## config.mk

```make
export PLATFORM = sky130hd
export DESIGN_NAME = prelude_core_flat
export DESIGN_NICKNAME = d
export VERILOG_FILES = /design/src/rtl/prelude_pkg.sv /design/src/rtl/prelude_if.sv /design/src/rtl/prelude_alu_n.sv /design/src/rtl/prelude_core.sv /design/src/flat_wrapper.sv
export SDC_FILE = /design/constraint.sdc
export NUM_CORES = 1
export LEC_CHECK = 0
export BUFFER_PORTS_ARGS = -buffer_cell sky130_fd_sc_hd__buf_2
export CAP_MARGIN = 20
export CORE_ASPECT_RATIO = 1.75
export CORE_MARGIN = 2
export CORE_UTILIZATION = 30
export CTS_BUF_LIST = sky130_fd_sc_hd__clkbuf_4
export CTS_CLUSTER_DIAMETER = 40
export DETAILED_ROUTE_END_ITERATION = 10
export GPL_TIMING_DRIVEN = 0
export PLACE_DENSITY_LB_ADDON = 0.1
export SYNTH_ARGS = -nofsm -noshare
export SYNTH_HDL_FRONTEND = slang
export SYNTH_SLANG_ARGS = --single-unit
export TNS_END_PERCENT = 1
```

## constraint.sdc

```tcl
create_clock -name clk -period 7.8 [get_ports clk]
set_clock_uncertainty 0.05 [all_clocks]
set_input_delay 1.56 -clock clk [delete_from_list [all_inputs] [get_ports clk]]
set_output_delay 1.56 -clock clk [all_outputs]
set_load 0.005 [all_outputs]
```

## src/rtl/prelude_pkg.sv

```systemverilog
// Shared types and constants for the prelude multi-cycle core.
// Contents: FSM state encoding, instruction class / ALU op / branch condition
// enums, the I/O register index and a branch-condition evaluation helper.
package prelude_pkg;

   typedef enum logic [2:0] {
      FETCH,
      EXEC,
      WAIT_IN,
      WAIT_OUT,
      HALT
   } state_e;

   typedef enum logic [1:0] {
      C_IMM = 2'b00,
      C_ALU = 2'b01,
      C_CPY = 2'b10,
      C_BR  = 2'b11
   } class_e;

   typedef enum logic [2:0] {
      OP_OR   = 3'd0,
      OP_NAND = 3'd1,
      OP_NOR  = 3'd2,
      OP_AND  = 3'd3,
      OP_ADD  = 3'd4,
      OP_SUB  = 3'd5,
      OP_SHL  = 3'd6,
      OP_ROR  = 3'd7
   } alu_op_e;

   typedef enum logic [2:0] {
      BR_NEVER  = 3'd0,
      BR_EQ     = 3'd1,
      BR_LT     = 3'd2,
      BR_LE     = 3'd3,
      BR_ALWAYS = 3'd4,
      BR_NE     = 3'd5,
      BR_GE     = 3'd6,
      BR_GT     = 3'd7
   } cond_e;

   // Register index 7 is the I/O port, not storage.
   localparam logic [2:0] IO_REG = 3'd7;

   // Branch decision from the zero/sign flags of signed r3.
   function automatic logic br_taken(input cond_e c, input logic zero, input logic neg);
      logic t;
      t = 1'b0;
      case (c)
         BR_NEVER:  t = 1'b0;
         BR_EQ:     t = zero;
         BR_LT:     t = neg;
         BR_LE:     t = neg | zero;
         BR_ALWAYS: t = 1'b1;
         BR_NE:     t = ~zero;
         BR_GE:     t = ~neg;
         BR_GT:     t = ~neg & ~zero;
         default:   t = 1'b0;
      endcase
      return t;
   endfunction

endpackage

```

## src/rtl/prelude_if.sv

```systemverilog
// Bus bundle between the prelude core and its environment.
// Signals: imem_addr/imem_data (synchronous instruction fetch),
// in_data/in_valid/in_ready (input handshake), out_data/out_valid/out_ready
// (output handshake). Modport master = core side, slave = environment side.
interface prelude_if #(
   parameter int unsigned DW = 8,
   parameter int unsigned AW = 8
);
   localparam int unsigned IW = DW + 2;

   logic [AW-1:0] imem_addr;
   logic [IW-1:0] imem_data;
   logic [DW-1:0] in_data;
   logic          in_valid;
   logic          in_ready;
   logic [DW-1:0] out_data;
   logic          out_valid;
   logic          out_ready;

   modport master (
      output imem_addr, in_ready, out_data, out_valid,
      input  imem_data, in_data, in_valid, out_ready
   );

   modport slave (
      input  imem_addr, in_ready, out_data, out_valid,
      output imem_data, in_data, in_valid, out_ready
   );

endinterface

```

## src/rtl/prelude_alu_n.sv

```systemverilog
// Combinational ALU for the prelude core.
// Ports: a (r1), b (r2), op (ALU op field) -> y_c (result), wr_c (r3 update enable).
// Build option: PRELUDE_SHIFT_EN adds SHL (op 6) and ROR (op 7); without it
// those ops deassert wr_c so r3 keeps its value and no shifter is built.
module prelude_alu_n
   import prelude_pkg::*;
#(
   parameter int unsigned DW = 8
) (
   input  logic [DW-1:0] a,
   input  logic [DW-1:0] b,
   input  alu_op_e       op,
   output logic [DW-1:0] y_c,
   output logic          wr_c
);

`ifdef PRELUDE_SHIFT_EN
   localparam int unsigned SW = $clog2(DW);

   logic [SW-1:0] shamt;
   logic [31:0]   rot_amt;

   assign shamt   = b[SW-1:0];
   // Rotation is modulo DW so non-power-of-two widths still rotate correctly.
   assign rot_amt = 32'(shamt) % DW;
`endif

   // Result select; wr_c low means r3 is left untouched.
   always_comb begin
      y_c  = a;
      wr_c = 1'b1;
      case (op)
         OP_OR:   y_c = a | b;
         OP_NAND: y_c = ~(a & b);
         OP_NOR:  y_c = ~(a | b);
         OP_AND:  y_c = a & b;
         OP_ADD:  y_c = a + b;
         OP_SUB:  y_c = a - b;
`ifdef PRELUDE_SHIFT_EN
         OP_SHL:  y_c = a << shamt;
         OP_ROR:  y_c = (a >> rot_amt) | (a << (32'(DW) - rot_amt));
`else
         OP_SHL:  wr_c = 1'b0;
         OP_ROR:  wr_c = 1'b0;
`endif
         default: wr_c = 1'b0;
      endcase
   end

endmodule

```

## src/rtl/prelude_core.sv

```systemverilog
// prelude_core: multi-cycle Overture-style CPU with DW+2-bit instruction words.
// Ports: clk, rst_n (async active-low), bus (prelude_if.master: imem fetch,
// input and output valid/ready handshakes), halted (core stopped by HALT).
// Build option: PRELUDE_SHIFT_EN enables the SHL/ROR ALU ops (see prelude_alu_n).
module prelude_core
   import prelude_pkg::*;
#(
   parameter int unsigned DW       = 8,
   parameter int unsigned AW       = 8,
   parameter int unsigned RESET_PC = 0
) (
   input  logic        clk,
   input  logic        rst_n,
   prelude_if.master   bus,
   output logic        halted
);

   localparam int unsigned IW = DW + 2;

   state_e        state;
   logic [AW-1:0] pc;
   logic [2:0]    ir_dst;
   logic [DW-1:0] rf [0:6];

   class_e        cls;
   logic [2:0]    src;
   logic [2:0]    dst;
   logic          taken;
   logic [DW-1:0] alu_y;
   logic          alu_wr;

   assign bus.imem_addr = pc;

   // Decode straight from imem_data: it is valid during EXEC.
   assign cls   = class_e'(bus.imem_data[IW-1 -: 2]);
   assign src   = bus.imem_data[5:3];
   assign dst   = bus.imem_data[2:0];
   assign taken = (cls == C_BR) &&
                  br_taken(cond_e'(bus.imem_data[2:0]), rf[3] == '0, rf[3][DW-1]);

   prelude_alu_n #(.DW(DW)) u_alu (
      .a    (rf[1]),
      .b    (rf[2]),
      .op   (alu_op_e'(bus.imem_data[2:0])),
      .y_c  (alu_y),
      .wr_c (alu_wr)
   );

   // FSM, pc, register file and registered handshake outputs.
   always_ff @(posedge clk or negedge rst_n) begin
      if (!rst_n) begin
         state         <= FETCH;
         pc            <= AW'(RESET_PC);
         ir_dst        <= '0;
         for (int i = 0; i < 7; i++) rf[i] <= '0;
         bus.out_data  <= '0;
         bus.out_valid <= 1'b0;
         bus.in_ready  <= 1'b0;
         halted        <= 1'b0;
      end else begin
         case (state)
            FETCH: state <= EXEC;

            EXEC: begin
               // Only the destination field is needed after EXEC (WAIT_IN).
               ir_dst <= dst;
               pc     <= taken ? AW'(rf[0]) : pc + AW'(1);
               state  <= FETCH;
               case (cls)
                  C_IMM: rf[0] <= bus.imem_data[DW-1:0];
                  C_ALU: if (alu_wr) rf[3] <= alu_y;
                  C_CPY: begin
                     if (src == IO_REG && dst == IO_REG) begin
                        state  <= HALT;
                        halted <= 1'b1;
                     end else if (src == IO_REG) begin
                        state        <= WAIT_IN;
                        bus.in_ready <= 1'b1;
                     end else if (dst == IO_REG) begin
                        state         <= WAIT_OUT;
                        bus.out_valid <= 1'b1;
                        bus.out_data  <= rf[src];
                     end else begin
                        rf[dst] <= rf[src];
                     end
                  end
                  default: ;
               endcase
            end

            WAIT_IN: begin
               if (bus.in_valid) begin
                  rf[ir_dst]   <= bus.in_data;
                  bus.in_ready <= 1'b0;
                  state        <= FETCH;
               end
            end

            WAIT_OUT: begin
               if (bus.out_ready) begin
                  bus.out_valid <= 1'b0;
                  state         <= FETCH;
               end
            end

            HALT: state <= HALT;

            default: state <= FETCH;
         endcase
      end
   end

endmodule

```

## src/flat_wrapper.sv

```systemverilog
// flat-port wrapper written by rule: the top's interface ports become plain ports
module prelude_core_flat import prelude_pkg::*;
#(
   parameter int unsigned DW       = 8,
   parameter int unsigned AW       = 8,
   parameter int unsigned RESET_PC = 0
)
  (clk, rst_n, halted, bus_imem_addr, bus_in_ready, bus_out_data, bus_out_valid, bus_imem_data, bus_in_data, bus_in_valid, bus_out_ready);
  prelude_if #(.DW(DW), .AW(AW)) bus_i ();
  input  logic clk;
  input  logic rst_n;
  output logic halted;
  output wire logic [$bits(bus_i.imem_addr)-1:0] bus_imem_addr;
  output wire logic [$bits(bus_i.in_ready)-1:0] bus_in_ready;
  output wire logic [$bits(bus_i.out_data)-1:0] bus_out_data;
  output wire logic [$bits(bus_i.out_valid)-1:0] bus_out_valid;
  input wire logic [$bits(bus_i.imem_data)-1:0] bus_imem_data;
  input wire logic [$bits(bus_i.in_data)-1:0] bus_in_data;
  input wire logic [$bits(bus_i.in_valid)-1:0] bus_in_valid;
  input wire logic [$bits(bus_i.out_ready)-1:0] bus_out_ready;
  assign bus_imem_addr = bus_i.imem_addr;
  assign bus_in_ready = bus_i.in_ready;
  assign bus_out_data = bus_i.out_data;
  assign bus_out_valid = bus_i.out_valid;
  assign bus_i.imem_data = bus_imem_data;
  assign bus_i.in_data = bus_in_data;
  assign bus_i.in_valid = bus_in_valid;
  assign bus_i.out_ready = bus_out_ready;
  prelude_core #(.DW(DW), .AW(AW), .RESET_PC(RESET_PC)) u_core (.clk(clk), .rst_n(rst_n), .bus(bus_i), .halted(halted));
endmodule
```

# Yosys cells after proc, flatten, opt, wreduce, memory -nomap -nowiden
# Index checks and enable logic that the tools add are counted.
[totals] out_inout_bits=19 in_bits=22 reg_bits=81 elab_cells=123
[classes] add_sub_neg=3 magnitude_cmp=5 muxes=40 bitwise=13 reduce_logical=19 n_eq_ne=29
[ops] op="$mux 56" n=4
[ops] op="$bwmux 56" n=2
[ops] op="$pmux 56 s2" n=1
[ops] op="$demux 8 s3" n=2
[ops] op="$mux 8" n=6
[ops] op="$pmux 8 s6" n=1
[ops] op="$pmux 8 s2" n=2
[ops] op="$bmux 8 s3" n=1
[ops] op="$mux 24" n=1
[ops] op="$eq 3x3->1 const B" n=6
[ops] op="$reduce_and 6->1" n=3
[ops] op="$mux 16" n=1
[ops] op="$not 8->8" n=2
[ops] op="$mux 3" n=5
[ops] op="$pmux 3 s5" n=1
[ops] op="$eq 3x2->1 const B" n=4
[ops] op="$ge 4x4->1 const B" n=3
[ops] op="$ne 3x3->1 const B" n=4
[ops] op="$not 3->4" n=3
[ops] op="$ne 2x2->1 const B" n=5
[ops] op="$reduce_and 5->1" n=2
[ops] op="$mux 1" n=9
[ops] op="$add 8x1->8 const B" n=1
[ops] op="$add 8x8->8" n=1
[ops] op="25 further kinds" n=39

# Logic depth before layout (Yosys ltp)
[logic_depth] word_depth=11 depth_mapped=15 ltp_nobuf=11

# Modules after synthesis
# Synthesis repeated with hierarchy kept, for this count alone.
[hier_totals] cells_unflattened=608 area_unflattened_um2=5749.3
[modules_own_cells] module="prelude_core" area_each_um2=4835.9 seq_area_each_um2=2026.9 cells_per_inst=475 instances=1
[modules_own_cells] module="prelude_alu_n" area_each_um2=913.4 seq_area_each_um2=0.0 cells_per_inst=133 instances=1

# Least setup slack after synthesis
# OpenSTA, ideal clock, no wires.
[synth_path] kind="input to register" from="input bus_imem_data[4]" to="register u_core.rf[15] (netlist bit)" setup_time_ns=0.119 t_arrival_ns=4.019 path_stages=15 t_required_ns=7.631 n_path_buf=6 setup_slack_ns=3.612 cell_sequence="buf_2 -> buf_2 -> buf_2 -> nand3_1 -> inv_1 -> ha_1 -> a31oi_1 -> nand3_1 -> a21oi_1 -> buf_2 -> and2_1 -> clkbuf_1 -> buf_2 -> o221ai_1 -> o21a_1"
[synth_between] elab_chain_cells=10 elab_cells_between_ends=15 cone_classes="eq/ne: 3; mux: 9; bitwise: 1; reduce/logical: 2"
[synth_lines] item="from (decl)" line="flat_wrapper.sv:17" text="input wire logic [$bits(bus_i.imem_data)-1:0] bus_imem_data;"
[synth_lines] item="$not 3->4 (implied by the code)" line="prelude_core.sv:84" text="rf[dst] <= rf[src];"
[synth_lines] item="$bmux 8 s3" line="prelude_core.sv:84"
[synth_lines] item="$mux 8 (implied by the code) (2 in a row)" line="prelude_core.sv:84"
[synth_lines] item="$bwmux 56" line="prelude_core.sv:84"
[synth_lines] item="$mux 56" line="prelude_core.sv:79" text="end else if (dst == IO_REG) begin"
[synth_lines] item="$mux 56" line="prelude_core.sv:76" text="end else if (src == IO_REG) begin"
[synth_lines] item="$mux 56" line="prelude_core.sv:73" text="if (src == IO_REG && dst == IO_REG) begin"
[synth_lines] item="$mux 24" line="prelude_core.sv:69" text="case (cls)"
[synth_lines] item="$pmux 56 s2" line="prelude_core.sv:61" text="case (state)"
[synth_lines] item="to (signal, indexed assignment)" line="prelude_core.sv:84"
[synth_lines] item="to (signal, indexed assignment)" line="prelude_core.sv:93" text="rf[ir_dst] <= bus.in_data;"
[synth_lines] item="to (decl)" line="prelude_core.sv:23" text="logic [DW-1:0] rf [0:6];"
# Parallel ways exist; a longest one is shown, timed or not. The select of a mux whose other input is x is not followed.
# A chain may end at the register's enable or synchronous reset.

# Worst setup path after layout
[layout_path] from="input bus_imem_data[4]" to="register u_core.rf[27] (netlist bit)"
[layout_between] elab_chain_cells=10 elab_cells_between_ends=15 cone_classes="eq/ne: 3; mux: 9; bitwise: 1; reduce/logical: 2"
[layout_lines] item="$not 3->4 (implied by the code)" line="prelude_core.sv:84"
[layout_lines] item="$bmux 8 s3" line="prelude_core.sv:84"
[layout_lines] item="$mux 8 (implied by the code) (2 in a row)" line="prelude_core.sv:84"
[layout_lines] item="$bwmux 56" line="prelude_core.sv:84"
[layout_lines] item="$mux 56" line="prelude_core.sv:79"
[layout_lines] item="$mux 56" line="prelude_core.sv:76"
[layout_lines] item="$mux 56" line="prelude_core.sv:73"
[layout_lines] item="$pmux 8 s2" line="prelude_core.sv:69"
[layout_lines] item="$pmux 56 s2" line="prelude_core.sv:61"
# Parallel ways exist; a longest one is shown, timed or not. The select of a mux whose other input is x is not followed.

==> load_flow_metrics.sql <==
INSERT INTO impl_metrics (metric_group, metric, value, unit) VALUES
('power_and_ir_drop', 'p_int', '1.14', 'mW'),
('setup_path', 'required', '8.13', 'ns'),
('synth', 'synth_nets', '685', ''),
('clocking', 'tritoncts.num_buffers', '9', ''),
('drt', 'ant_nets', '0', ''),
('global_routing', 'number_of_antenna_violations_at_the_first_check_in_global_routing', '1', ''),
('sta', 'timing.final.setup_violations', '0', ''),
('synth', 'synth-warning-count', '0', ''),
('setup_path', 'worstSetupEndpointType', 'flop', ''),
('power_and_ir_drop', 'pwr_density_cell', '342', 'mW/mm2'),
('sta', 'clock.fmax', '209', 'MHz'),
('synth', 'synth-seq-cells', '81', ''),
('clocking', 'clock-sinks', '81', ''),
('power_and_ir_drop', 'clockPowerShare', '10.7', '%'),
('drt', 'route.detailed.drc', '0', ''),
('synth', 'async_reset_ff_share', '100', '%'),
('synth', 'synth_edf_count', '0', ''),
('power_and_ir_drop', 'total_switching_power', '1.02', 'mW'),
('clocking', 'hold_buffers', '0', ''),
('sta', 'timing.setup.tns', '0', 'ns'),
('clocking', 'post_cts_resize_count', '0', ''),
('finish', 'layout.nets', '735', ''),
('finish', 'post_route_cells_drive_above_1_share', '13.8', '%'),
('clocking', 'cts_post_setup_buffers_inserted', '0', ''),
('placed_design', 'place.gp.congestion', '0.939', ''),
('setup_path', 'cp.buffers_inverters', '6', ''),
('setup_path', 'critPathLaunchType', 'input port', ''),
('sta', 'rsz0062_at_grt', 'no', ''),
('sta', 'worst_slew_pin_slew', '1.10', 'ns'),
('synth', 'yosysTopAreaCell', 'sky130_fd_sc_hd__dfrtp_1', ''),
('die', 'floorplan.io_pins', '41', ''),
('hold_path', 'holdCritPathClass', 'reg2reg', ''),
('synth', 'synth.area.top_cells', 'sky130_fd_sc_hd__dfrtp_1, sky130_fd_sc_hd__o21ai_0, sky130_fd_sc_hd__nand2_1, sky130_fd_sc_hd__mux2i_1, sky130_fd_sc_hd__o221ai_1', ''),
('synth', 'synth.distinct_cells', '61', ''),
('drt', 'vias', '5506', ''),
('finish', 'final_cell_count_no_fill', '942', ''),
('global_routing', 'grt_first_pass_wirelength', '33.7', 'mm'),
('global_routing', 'globalRouteOverflowTotal', '0', ''),
('synth', 'ys_seq_area_share', '35.8', '%'),
('drt', 'first_iter_violations', '398', ''),
('sta', 'worst_slew_margin_relative_to_its_limit', '26.3', '%'),
('finish', 'layout_common_cells', 'sky130_fd_sc_hd__dfrtp_1, sky130_fd_sc_hd__nand2_1, sky130_fd_sc_hd__o21ai_0', ''),
('synth', 'synth_cells', '649', ''),
('die', 'initial_core_util', '30.5', '%'),
('job', 'drv_cap', '0', ''),
('power_and_ir_drop', 'vdd.ir_drop.worst', '0.0870', 'mV'),
('die', 'placeableCoreArea', '0.0186', 'mm2'),
('clocking', 'clk_lat_worst_skew', '0.50', 'ns'),
('power_and_ir_drop', 'combinationalPowerShare', '52.2', '%'),
('clocking', 'cts.reportedPaths.clkPinSlew', '0.14', 'ns'),
('outcome', 'outcome', 'finished clean', ''),
('setup_path', 'path_class', 'in2reg', ''),
('finish', 'fill_cells', '1955', ''),
('die', 'die_height', '186', 'um'),
('placed_design', 'input_output_buffers', '37', ''),
('placed_design', 'placed_wire_length_estimate_after_detailed_placement', '17.2', 'mm'),
('placed_design', 'dp.cells', '926', ''),
('sta', 'maxSlewViolCount', '0', ''),
('sta', 'final_hold_viols', '0', ''),
('power_and_ir_drop', 'p_sw_share', '47.3', '%'),
('clocking', 'clock_tree.htree_level_count', '3', ''),
('drt', 'drt_pre_antenna_iters', '9', ''),
('synth', 'yosys_most_used_dff', 'sky130_fd_sc_hd__dfrtp_1', ''),
('synth', 'synth_top_area_share', '35.8', '%'),
('die', 'fp-row-count', '66', ''),
('setup_path', 'critical-path-top-delay-family', 'compound AO/OA/AOI/OAI gates', ''),
('drt', 'drt-wirelength-per-cell', '23.9', 'um'),
('synth', 'syn_area', '0.00566', 'mm2'),
('clocking', 'max-clock-path-buffers', '2', ''),
('global_routing', 'total_routing_resource_utilization_after_global_routing', '23.1', '%'),
('die', 'die-width', '108', 'um');
per-stage QoR:
step | util [%] | total power [mW] | setup slack (ns) | hold WS (ns) | cell area (um2)
after detailed placement | 33.3 | 1.93 | 2.58 | 0.392 | 6180
after global placement | 33.1 | 1.91 | 2.59 | 0.394 | 6150
after CTS | 33.9 | 2.16 | 3.10 | 0.426 | 6290
final | 33.9 | 2.15 | 3.02 | 0.419 | 6290
after global routing | 33.9 | 2.33 | 2.87 | 0.467 | 6290
after floorplan | - | 1.50 | 3.61 | 0.401 | 5660
worst register-to-register path, delay by kind of cell, from the launching register on:
kind | cells | cell delay [ns]
AOI/OAI and AO/OA | 5 | 1.67
and+or+nand+nor | 1 | 0.49
buffers and inverters | 2 | 0.46
DFF | 1 | 0.42
per-layer routing:
layer	track usage (%)	wire, um	up-vias
met5	0	0	-
met4	17.3	1800	0
met3	4.38	1320	84
met2	40.3	11300	217
met1	24.3	8070	2680
li1	-	-	2525
state kept, by name (all words and copies together), names as in the netlist:
signal / flops
u_core.halted: 1
u_core.bus.in_ready: 1
u_core.bus.out_data: 8
u_core.rf: 56
u_core.bus.out_valid: 1
u_core.state: 3
u_core.ir_dst: 3
u_core.bus.imem_addr: 8
synthesized netlist by cell type, drive strengths merged, types with 10 or more instances:
library cell  instances
o221ai               23
o21a                 25
a21oi                35
nand3b               11
inv                  22
a31oi                10
a22oi                12
ha                   13
buf                  25
clkbuf               31
nand2                75
nand3                18
nor3                 12
o22ai                16
nor2                 21
mux2i                21
o211ai               10
dfrtp                81
o21ai                67
final timing paths:
| check | startpoint | endpoint | slack (ns) | cells after the start |
|---|---|---|---|---|
| max in group asynchronous | rst_n | u_core.rf[22] | 6.18 | 2 |
| hold reg to reg | u_core.halted | u_core.halted | 0.42 | 1 |
| setup reg to reg | u_core.state[0] | u_core.rf[27] | 4.61 | 8 |
| min in group asynchronous | rst_n | u_core.bus.imem_addr[3] | 0.88 | 1 |
| hold / removal | u_core.halted | u_core.halted | 0.42 | 1 |
| setup / recovery | bus_imem_data[4] | u_core.rf[27] | 3.02 | 14 |
logic make-up after synthesis:
| group | after synthesis | synth area share [%] |
|---|---|---|
| xor+xnor | 10 | 1.55 |
| flops | 81 | 35.8 |
| compound gates | 237 | 28.0 |
| mux | 31 | 7.29 |
| buf+inv | 78 | 6.05 |
| simple gates | 198 | 18.1 |
| fa+ha+maj | 14 | 3.23 |
power groups by stage:
stage / clock network, mW / registers (mW) / logic, mW
after floorplan: 0 / 0.716 / 0.788
final: 0.230 / 0.800 / 1.12
after detailed placement: 0 / 0.810 / 1.12
after CTS: 0.238 / 0.800 / 1.13
after global routing: 0.254 / 0.819 / 1.25
after global placement: 0 / 0.807 / 1.10
layout make-up:
type                    count  area [um2]  share of cell area [%]
well taps                 238         298                    4.73
inverters                  22        82.6                    1.31
multi-input cells         490        3290                    52.3
repair buffers             39         223                    3.54
clock buffers              10        75.1                    1.19
plain buffers              56         260                    4.13
diodes                      1        2.50                  0.0398
flip-flops and latches     81        2030                    32.2
clock inverters             5        33.8                   0.537
Note: power is estimated with default switching activity, not from simulation.
